$ cat config.mk
export PLATFORM = sky130hd
export DESIGN_NAME = phase_timer
export DESIGN_NICKNAME = d
export VERILOG_FILES = /design/src/rtl/phase_timer.sv
export SDC_FILE = /design/constraint.sdc
export NUM_CORES = 1
export LEC_CHECK = 0
export ABC_CLOCK_PERIOD_IN_PS = 2200
export CAP_MARGIN = 20
export CORE_MARGIN = 2
export CORE_UTILIZATION = 40
export DETAILED_ROUTE_END_ITERATION = 8
export GPL_TIMING_DRIVEN = 0
export PLACE_DENSITY_LB_ADDON = 0.12
export SYNTH_ARGS = -nofsm -noshare
export SYNTH_HDL_FRONTEND = slang
export SYNTH_SLANG_ARGS = --single-unit
$ cat constraint.sdc
create_clock -name clk -period 2.2 [get_ports clk]
set_input_delay 0.44 -clock clk [delete_from_list [all_inputs] [get_ports clk]]
set_output_delay 0.44 -clock clk [all_outputs]
set_load 0.005 [all_outputs]
$ cat src/rtl/phase_timer.sv
// Per-phase countdown timer for a traffic-light sequencer. It reloads on each phase entry,
// counts down once per prescaled second, and pulses done once when the phase expires.
module phase_timer #(
  parameter int unsigned TICK_DIV   = 100000000,
  parameter int unsigned RED_DEF    = 9,
  parameter int unsigned GREEN_DEF  = 7,
  parameter int unsigned YELLOW_DEF = 3
) (
  input  logic       clk,
  input  logic       reset_n,
  input  logic [1:0] state,
  input  logic       cfg_valid,
  input  logic [1:0] cfg_sel,
  input  logic [3:0] cfg_value,
  output logic       cfg_ready,
  output logic [3:0] timer_value,
  output logic       timer_done,
  output logic       sec_tick
);

  localparam int unsigned PW = (TICK_DIV > 2) ? $clog2(TICK_DIV) : 1;
  localparam logic [PW-1:0] PrescMax = PW'(TICK_DIV - 1);

  typedef enum logic [1:0] {
    PhIdle   = 2'b00,
    PhRed    = 2'b01,
    PhGreen  = 2'b10,
    PhYellow = 2'b11
  } phase_e;

  logic [3:0]    r_dur_red, r_dur_green, r_dur_yellow;
  logic [1:0]    r_prev_state;
  logic [PW-1:0] r_presc;
  logic [3:0]    r_timer;
  logic          r_done, r_tick;

  logic [3:0]    w_dur_red, w_dur_green, w_dur_yellow;
  logic [PW-1:0] w_presc;
  logic [3:0]    w_timer;
  logic          w_done, w_tick;
  logic          w_change, w_wrap;
  logic [3:0]    w_wr_val, w_load_val;

  always_comb begin
    cfg_ready  = (phase_e'(state) == PhIdle);
    w_change   = (state != r_prev_state);
    w_wrap     = (r_presc == PrescMax);
    // A zero duration would never expire, so it is promoted to one second.
    w_wr_val   = (cfg_value == 4'd0) ? 4'd1 : cfg_value;

    w_dur_red    = r_dur_red;
    w_dur_green  = r_dur_green;
    w_dur_yellow = r_dur_yellow;
    if (cfg_valid && cfg_ready) begin
      case (phase_e'(cfg_sel))
        PhRed:    w_dur_red    = w_wr_val;
        PhGreen:  w_dur_green  = w_wr_val;
        PhYellow: w_dur_yellow = w_wr_val;
        default:  ;
      endcase
    end

    case (phase_e'(state))
      PhRed:    w_load_val = r_dur_red;
      PhGreen:  w_load_val = r_dur_green;
      PhYellow: w_load_val = r_dur_yellow;
      default:  w_load_val = 4'd0;
    endcase

    w_presc = r_presc;
    w_timer = r_timer;
    w_done  = 1'b0;
    w_tick  = 1'b0;
    if (phase_e'(state) == PhIdle) begin
      w_presc = '0;
      w_timer = 4'd0;
    end else if (w_change) begin
      // Reload wins over a coincident wrap; leftover time is discarded.
      w_presc = '0;
      w_timer = w_load_val;
    end else if (w_wrap) begin
      w_presc = '0;
      w_tick  = 1'b1;
      if (r_timer > 4'd1) begin
        w_timer = r_timer - 4'd1;
      end else if (r_timer == 4'd1) begin
        w_timer = 4'd0;
        w_done  = 1'b1;
      end
    end else begin
      w_presc = r_presc + PW'(1);
    end
  end

  always_ff @(posedge clk or negedge reset_n) begin
    if (!reset_n) begin
      r_dur_red    <= 4'(RED_DEF);
      r_dur_green  <= 4'(GREEN_DEF);
      r_dur_yellow <= 4'(YELLOW_DEF);
      r_prev_state <= 2'b00;
      r_presc      <= '0;
      r_timer      <= 4'd0;
      r_done       <= 1'b0;
      r_tick       <= 1'b0;
    end else begin
      r_dur_red    <= w_dur_red;
      r_dur_green  <= w_dur_green;
      r_dur_yellow <= w_dur_yellow;
      r_prev_state <= state;
      r_presc      <= w_presc;
      r_timer      <= w_timer;
      r_done       <= w_done;
      r_tick       <= w_tick;
    end
  end

  assign timer_value = r_timer;
  assign timer_done  = r_done;
  assign sec_tick    = r_tick;

endmodule

==> qor.json, run 1 <==
{
  "cpMostUsedCell": "sky130_fd_sc_hd__clkdlybuf4s50_1",
  "source_of_the_worst_register_to_register_timing_path": "r_presc[9]",
  "power.density_nw_per_um2": 654,
  "syn_to_final_growth_pct": 15.7,
  "grt_pass1_wl_um": 7760,
  "run_status": "finished clean",
  "drc": 0,
  "cts_tree": "done",
  "inst_count_dp": 321,
  "async_flop_share_pct": 100,
  "rrSetupSlack_ns": 0.31,
  "timing.critical_path.from_type": "input pin",
  "hold_viol_final": 0,
  "finalCritPeriodShare_pct": 97.0,
  "initial_utilization_pct": 41.0,
  "antenna_violations_before_repair": 0,
  "path_clk_slew_ns": 0.09,
  "cts_made_buffers": 5,
  "cts_sinks": 47,
  "finalNonFillerCells": 329,
  "final_period_minus_worst_setup_slack_ns": 2.13,
  "synth_top_area_share_pct": 41.7,
  "grt_util_all_layers_pct": 15.3,
  "cts_root_buf": "sky130_fd_sc_hd__clkbuf_8",
  "synth_edf_count": 0,
  "layout_cells_sized_above_1_pct": 16.1,
  "critical_path.n_buffers_inverters": 3,
  "floorplan.die.width_um": 81.5,
  "place.detailed.hpwl_um": 3370,
  "io_buffer_count": 17,
  "final_nets": 267,
  "clock_tree.htree_level_count": 2,
  "synth_area_per_cell_um2": 10.5,
  "worst_slew_pin_slew_ns": 0.500,
  "post_synth_main_area_contributors": "sky130_fd_sc_hd__dfrtp_1 (42%), sky130_fd_sc_hd__dfstp_2 (7.7%), sky130_fd_sc_hd__nor2_1 (5.9%), sky130_fd_sc_hd__mux2_2 (5.6%), sky130_fd_sc_hd__xnor2_1 (4.7%)",
  "synth-seq-area-share_pct": 49.4,
  "synth_ff_type": "sky130_fd_sc_hd__dfrtp_1",
  "fillerInstances": 559,
  "pin_count": 18,
  "setup.worst_path.end_class": "output pin",
  "totalPowerFinal_w": 0.00182,
  "route.detailed.vias_per_inst": 5.26,
  "max_clock_freq_ghz": 0.469,
  "die_y_um": 81.5,
  "route.detailed.wl_per_inst_um": 14.3,
  "path_delay_family": "buffers and inverters",
  "core.rowCount": 28,
  "hold_slack_ns": 0.0986,
  "arrival_ns": 1.69,
  "syn_inst": 228,
  "relSlewSlack_pct": 66.7,
  "leading_area_contributor_after_synthesis": "sky130_fd_sc_hd__dfrtp_1",
  "max_slew_violations": 0,
  "timing.setup.critical_path_class": "in -> out",
  "firstDrtPassIters": 4,
  "rsz0062_at_grt": "false",
  "min-delay-path-class": "in -> async",
  "synth_warnings": 0,
  "worst_flop_to_flop_path_endpoint": "r_presc[22]",
  "grt_pass1_vias": 1664,
  "final.setup_skew_ns": 0.00962,
  "vdd.ir_drop.worst_v": 0.000349,
  "grt_max_degree": 28,
  "place_congestion": 0.767,
  "via_count": 1730,
  "insertion_delay_of_the_later_clocked_pin_in_the_worst_skew_pair_ns": 0.30,
  "final_cell_area_um2": 2780,
  "leakagePower_nw": 1.18,
  "worstRegToRegCells": 6,
  "worst_ep_required_time_ns": 1.76,
  "fp.dieArea_um2": 6630,
  "max_stage_delay_ns": 0.51,
  "antenna_cells": 0,
  "slowest_stage": "sky130_fd_sc_hd__clkdlybuf4s50_1",
  "worstPathMaxFanout": 10,
  "yosys.cell_types.count": 47,
  "setup-violations-final": 0,
  "crit_chain": "clkdlybuf4s50_1 -> buf_6 -> nor2_1 -> clkdlybuf4s50_1",
  "synth_seq_cells": 47,
  "syn-num-nets": 242,
  "core_area_um2": 5850,
  "grt_remaining_overflow": 0,
  "detail_route.iter0.violations": 78,
  "postRouteAntennaNets": 0,
  "post_synth_instance_area_um2": 2400,
  "drv_cap": 0,
  "placement.cell_area_um2": 2680,
  "final_core_util_pct": 47.5,
  "cts.path.max_buffers": 2,
  "detail_route.wirelength_um": 4720
}
==> synthesized netlist by cell type (2+ instances only) <==
| cell | number |
|---|---|
| sky130_fd_sc_hd__dfrtp_1 | 40 |
| sky130_fd_sc_hd__and4_1 | 4 |
| sky130_fd_sc_hd__o221ai_1 | 2 |
| sky130_fd_sc_hd__nand2_1 | 13 |
| sky130_fd_sc_hd__mux2_2 | 12 |
| sky130_fd_sc_hd__xnor2_1 | 13 |
| sky130_fd_sc_hd__a22oi_1 | 3 |
| sky130_fd_sc_hd__buf_4 | 3 |
| sky130_fd_sc_hd__o21ba_1 | 2 |
| sky130_fd_sc_hd__dfstp_2 | 7 |
| sky130_fd_sc_hd__nor2_1 | 38 |
| sky130_fd_sc_hd__o21a_1 | 4 |
| sky130_fd_sc_hd__ha_1 | 3 |
| sky130_fd_sc_hd__buf_2 | 2 |
| sky130_fd_sc_hd__nand2b_1 | 2 |
| sky130_fd_sc_hd__and3_1 | 9 |
| sky130_fd_sc_hd__inv_1 | 4 |
| sky130_fd_sc_hd__nor4_1 | 3 |
| sky130_fd_sc_hd__a21oi_1 | 3 |
| sky130_fd_sc_hd__nor3_1 | 5 |
| sky130_fd_sc_hd__nand4_2 | 2 |
| sky130_fd_sc_hd__xor2_1 | 11 |
| sky130_fd_sc_hd__nand4_1 | 10 |
| sky130_fd_sc_hd__a21boi_0 | 3 |
| sky130_fd_sc_hd__nand3_1 | 7 |
| sky130_fd_sc_hd__o21ai_0 | 2 |
==> repair_timing <==
action | 4_1_cts | 5_1_grt
gates resized for setup | 2 | 2
hold buffers | 0 | 0
setup endpoints to repair | 1 | 1
setup buffers | 0 | 0
==> kinds of logic after synthesis <==
| group | count (synthesis) | synth area share [%] |
|---|---|---|
| and+or+nand+nor | 102 | 22.7 |
| DFF | 47 | 49.4 |
| AOI/OAI and AO/OA | 29 | 9.33 |
| xor gates and xnor gates | 24 | 8.76 |
| muxes | 13 | 6.10 |
| buffers and inverters | 10 | 2.14 |
| adders and majority gates | 3 | 1.56 |
==> through the flow <==
| stage | setup slack [ns] | setup TNS, ns |
|---|---|---|
| floorplan | 0.474 | 0 |
| global placement | -0.733 | -33.01 |
| detailed placement | -0.298 | -2.85 |
| CTS | 0.0228 | 0 |
| global route | 0.00795 | 0 |
| finish | 0.0662 | 0 |
==> flip-flops by register name, indices dropped and copies added, names as in the netlist <==
signal / count
timer_value: 4
r_prev_state: 2
r_dur_yellow: 4
sec_tick: 1
r_dur_green: 4
r_dur_red: 4
timer_done: 1
r_presc: 27
==> layer usage <==
metal | global-route usage [%] | wire (um)
met1 | 20.7 | 2360
met5 | 0 | 0
met2 | 25.0 | 2180
met3 | 2.97 | 108
met4 | 4.58 | 57
==> worst max path at each step <==
| stage | start | endpoint | slack [ns] | depth (start not counted) |
|---|---|---|---|---|
| 5_1_grt | state[0] | cfg_ready | 0.008 | 4 |
| 6_report | state[0] | cfg_ready | 0.07 | 4 |
| 4_1_cts | state[0] | cfg_ready | 0.02 | 4 |
| 2_1_floorplan | r_presc[0] | timer_value[3] | 0.47 | 6 |
| 3_5_place_dp | state[0] | r_dur_red[1] | -0.30 | 6 |
| 3_3_place_gp | reset_n | timer_value[1] | -0.73 | 1 |
==> power breakdown <==
group	total, W	internal [W]	switching (W)	leakage [nW]
Combinational	0.000279	0.000149	0.000130	0.516
Sequential	0.000997	0.000951	0.0000455	0.615
Clock	0.000542	0.000254	0.000288	0.0482
==> layout by cell type, fill, tap and decap left out, drive strengths merged, types with 2 or more instances in the layout <==
cell type	count
dfrtp	40
nor2	38
clkdlybuf4s50	16
xnor2	13
nand2	13
mux2	13
nand4	12
xor2	11
and3	9
nand3	8
buf	8
dfstp	7
clkbuf	7
nor3	5
and4	5
o21a	4
inv	4
nor4	4
a21boi	4
a21oi	3
a22oi	3
ha	3
o21ba	2
nand2b	2
o21ai	2
o221ai	2
==> area by class of cell <==
| type | instances | area [um^2] | area share, % |
|---|---|---|---|
| inverter | 4 | 15.0 | 0.541 |
| timing repair buffer | 18 | 185 | 6.67 |
| buffer | 6 | 43.8 | 1.58 |
| clock buffer | 7 | 86.3 | 3.11 |
| tap | 75 | 93.8 | 3.38 |
| multi-input combinational | 171 | 1160 | 41.9 |
| clock inverter | 1 | 5.00 | 0.180 |
| sequential | 47 | 1180 | 42.7 |
No activity file was read; power rests on OpenSTA's default activity.
==> inputs of run 2 (changes only) <==
--- a/config.mk
+++ b/config.mk
@@ -13,2 +13,3 @@
 export GPL_TIMING_DRIVEN = 0
+export MAX_ROUTING_LAYER = met4
 export PLACE_DENSITY_LB_ADDON = 0.12
==> constraint.sdc (replaced) <==
create_clock -name clk -period 2.2 [get_ports clk]
set_input_delay 0.33 -clock clk [delete_from_list [all_inputs] [get_ports clk]]
set_output_delay 0.33 -clock clk [all_outputs]
set_load 0.005 [all_outputs]
==> run 2 against run 1 <==
  * The run now ends with hold timing left
  * Design area decreased by 0.27%
  * Worst setup slack improved by 0.052 ns
  * Combinational power about the same
  * Final cell count unchanged
  * Via count decreased by 0.64%
  * Global-route usage increased by 0.44 points
  * Routed wire length decreased by 0.42%
  * Register-to-register slack about the same
  * Fmax increased by 2.5%
  * Flip-flop and latch count unchanged
  * Non-clock buffer count unchanged
  * Largest power group unchanged
  * Highest routed layer unchanged
==> qor.json, run 2 (same netlist as run 1, synthesis figures left out) <==
{
  "run_status": "finished with violations",
  "violated_checks": "hold timing",
  "hold_viol_final": {"value": 9, "change": "+9"},
  "inst_count_dp": {"value": 321, "change": "unchanged"},
  "setup.worst_path.end_class": "output pin",
  "post-cts-setup-buffer-count": {"value": 0, "change": "unchanged"},
  "place.detailed.hpwl": {"value": 3370, "unit": "um", "change": "unchanged"},
  "route.detailed.vias_per_inst": {"value": 5.22, "change": "-0.64%"},
  "timing.setup.critical_path_class": "in -> out",
  "crit_end": "cfg_ready",
  "postRouteAntennaNets": {"value": 0, "change": "unchanged"},
  "leakagePower": {"value": 1.17, "unit": "nW", "change": "-0.41%"},
  "path_clk_slew": {"value": 0.09, "unit": "ns", "change": "about the same"},
  "pin_count": {"value": 18, "change": "unchanged"},
  "max_clock_freq": {"value": 0.480, "unit": "GHz", "change": "+2.5%"},
  "max_slew_violations": {"value": 0, "change": "unchanged"},
  "final_core_util": {"value": 47.3, "unit": "%", "change": "-0.13 points"},
  "placement.cell_area": {"value": 2680, "unit": "um^2", "change": "unchanged"},
  "source_of_the_worst_register_to_register_timing_path": "r_presc[9]",
  "core_area": {"value": 5850, "unit": "um^2", "change": "unchanged"},
  "final_period_minus_worst_setup_slack": {"value": 2.08, "unit": "ns", "change": "-0.0521 ns"},
  "layout.cells.most_common": "sky130_fd_sc_hd__dfrtp_1",
  "grt_remaining_overflow": {"value": 0, "change": "unchanged"},
  "rsz0062_at_grt": "false",
  "firstDrtPassIters": {"value": 4, "change": "unchanged"},
  "grt_pass1_wl": {"value": 7760, "unit": "um", "change": "unchanged"},
  "met2_usage": {"value": 25.0, "unit": "%", "change": "unchanged"},
  "core.rowCount": {"value": 28, "change": "unchanged"},
  "finalNonFillerCells": {"value": 329, "change": "unchanged"},
  "drv_cap": {"value": 0, "change": "unchanged"},
  "globalRouteMet3Util": {"value": 2.75, "unit": "%", "change": "-0.22 points"},
  "power.density": {"value": 655, "unit": "nW/um^2", "change": "about the same"},
  "grt_max_degree": {"value": 28, "change": "unchanged"},
  "die_y": {"value": 81.5, "unit": "um", "change": "unchanged"},
  "floorplan.die.width": {"value": 81.5, "unit": "um", "change": "unchanged"},
  "final_cell_area": {"value": 2770, "unit": "um^2", "change": "-0.27%"},
  "registers.top_by_ff_count": "r_presc",
  "antenna_violations_before_repair": {"value": 0, "change": "unchanged"},
  "fillerInstances": {"value": 561, "change": "+0.36%"},
  "cts.path.max_buffers": {"value": 2, "change": "unchanged"},
  "total_neg_setup_slack": {"value": 0, "unit": "ns", "change": "unchanged"},
  "vdd.ir_drop.worst": {"value": 0.000346, "unit": "V", "change": "-0.69%"},
  "detail_route.wirelength": {"value": 4700, "unit": "um", "change": "-0.42%"},
  "via_count": {"value": 1719, "change": "-0.64%"},
  "min-delay-path-class": "in -> async",
  "cts_root_buf": "sky130_fd_sc_hd__clkbuf_8",
  "drc": {"value": 0, "change": "unchanged"},
  "final_nets": {"value": 267, "change": "unchanged"},
  "number_of_hold_buffers_added_after_cts": {"value": 0, "change": "unchanged"},
  "finalCritPeriodShare": {"value": 94.6, "unit": "%", "change": "-2.4 points"},
  "grt.busiest_layer": "met2",
  "fp.dieArea": {"value": 6630, "unit": "um^2", "change": "unchanged"},
  "cts_tree": "done",
  "worst_slew_pin_slew": {"value": 0.501, "unit": "ns", "change": "+0.00123 ns"},
  "clock_tree.htree_level_count": {"value": 2, "change": "unchanged"},
  "post_cts_resize_count": {"value": 0, "change": "-2"},
  "grt_pass1_vias": {"value": 1664, "change": "unchanged"},
  "worst_flop_to_flop_path_endpoint": "r_presc[22]",
  "setup-violations-final": {"value": 0, "change": "unchanged"},
  "antenna_cells": {"value": 0, "change": "unchanged"},
  "layout_common_cells": "sky130_fd_sc_hd__dfrtp_1 (40), sky130_fd_sc_hd__nor2_1 (38), sky130_fd_sc_hd__clkdlybuf4s50_1 (16)",
  "rrSetupSlack": {"value": 0.30, "unit": "ns", "change": "about the same"},
  "crit_path_start": "state[0]",
  "flip_flop_count_of_the_largest_register_all_copies_and_words_added": {"value": 27, "change": "unchanged"},
  "cts_made_buffers": {"value": 5, "change": "unchanged"},
  "syn_to_final_growth_pct": 15.4,
  "worst_ep_required_time": {"value": 1.87, "unit": "ns", "change": "+0.11 ns"},
  "hold_slack": {"value": -0.0106, "unit": "ns", "change": "-0.109 ns"},
  "detail_route.iter0.violations": {"value": 76, "change": "-2.6%"},
  "io_buffer_count": {"value": 17, "change": "unchanged"},
  "arrival": {"value": 1.75, "unit": "ns", "change": "+0.06 ns"},
  "place_congestion": {"value": 0.777, "change": "+1.3%"},
  "initial_utilization": {"value": 41.0, "unit": "%", "change": "unchanged"},
  "relSlewSlack": {"value": 66.6, "unit": "%", "change": "-0.082 points"},
  "worstPathMaxFanout": {"value": 10, "change": "unchanged"},
  "cts_sinks": {"value": 47, "change": "unchanged"},
  "grt_util_all_layers": {"value": 15.7, "unit": "%", "change": "+0.44 points"},
  "final.setup_skew": {"value": 0.00920, "unit": "ns", "change": "-0.000424 ns"},
  "worstRegToRegCells": {"value": 6, "change": "unchanged"},
  "met1_usage": {"value": 20.8, "unit": "%", "change": "+0.14 points"},
  "timing.critical_path.from_type": "input pin",
  "layout_cells_sized_above_1": {"value": 15.7, "unit": "%", "change": "-0.39 points"},
  "insertion_delay_of_the_later_clocked_pin_in_the_worst_skew_pair": {"value": 0.30, "unit": "ns", "change": "about the same"},
  "route.detailed.wl_per_inst": {"value": 14.3, "unit": "um", "change": "-0.42%"}
}
## run 2: cell types whose count changed in the layout (fill, tap and decap cells not counted)
cell	previous run	this run
sky130_fd_sc_hd__buf_6	1	0
sky130_fd_sc_hd__clkbuf_1	1	2
## run 2: power by group
group	switching (W)	internal (W)	total [W]
Combinational	0.000130	0.000147	0.000277
Clock	0.000287	0.000254	0.000541
Sequential	0.0000453	0.000951	0.000997
## run 2: worst min-delay path by stage
stage / slack, ns / startpoint / endpoint / cells past startpoint
after floorplan: 0.03 / reset_n / r_dur_green[3] / 0
after global placement: 0.47 / r_dur_yellow[0] / r_dur_yellow[0] / 2
after detailed placement: 0.33 / reset_n / r_presc[4] / 1
after CTS: 0.001 / reset_n / r_presc[4] / 1
after global routing: 0.03 / reset_n / r_presc[4] / 1
final: -0.01 / reset_n / r_presc[4] / 1
## run 2: per-layer routing
layer	share of wire, %	vias up
li1	-	869
met1	50	826
met2	46	19
met3	2.5	5
met4	1.2	0
met5	0	-
## run 2: final cells by class
type	instances	area (um^2)	area share (%)
tap	75	93.8	3.39
clock buffer	7	86.3	3.12
clock inverter	1	5.00	0.181
sequential	47	1180	42.8
timing repair buffer	18	185	6.68
buffer	6	36.3	1.31
inverter	4	15.0	0.542
multi-input combinational	171	1160	42.0
## run 2: stage by stage
step | hold WS (ns) | total power (W) | worst slack (ns)
6_report | -0.0106 | 0.00181 | 0.118
5_1_grt | 0.0292 | 0.00191 | 0.0278
4_1_cts | 0.00131 | 0.00184 | 0.0948
3_5_place_dp | 0.333 | 0.00130 | -0.188
3_3_place_gp | 0.474 | 0.00129 | -0.623
2_1_floorplan | 0.0344 | 0.00118 | 0.474
## run 2: worst max-delay path: stages
cell and delay (ns):
sky130_fd_sc_hd__clkdlybuf4s50_1 0.52, sky130_fd_sc_hd__clkbuf_1 0.35, sky130_fd_sc_hd__nor2_1 0.10, sky130_fd_sc_hd__clkdlybuf4s50_1 0.46
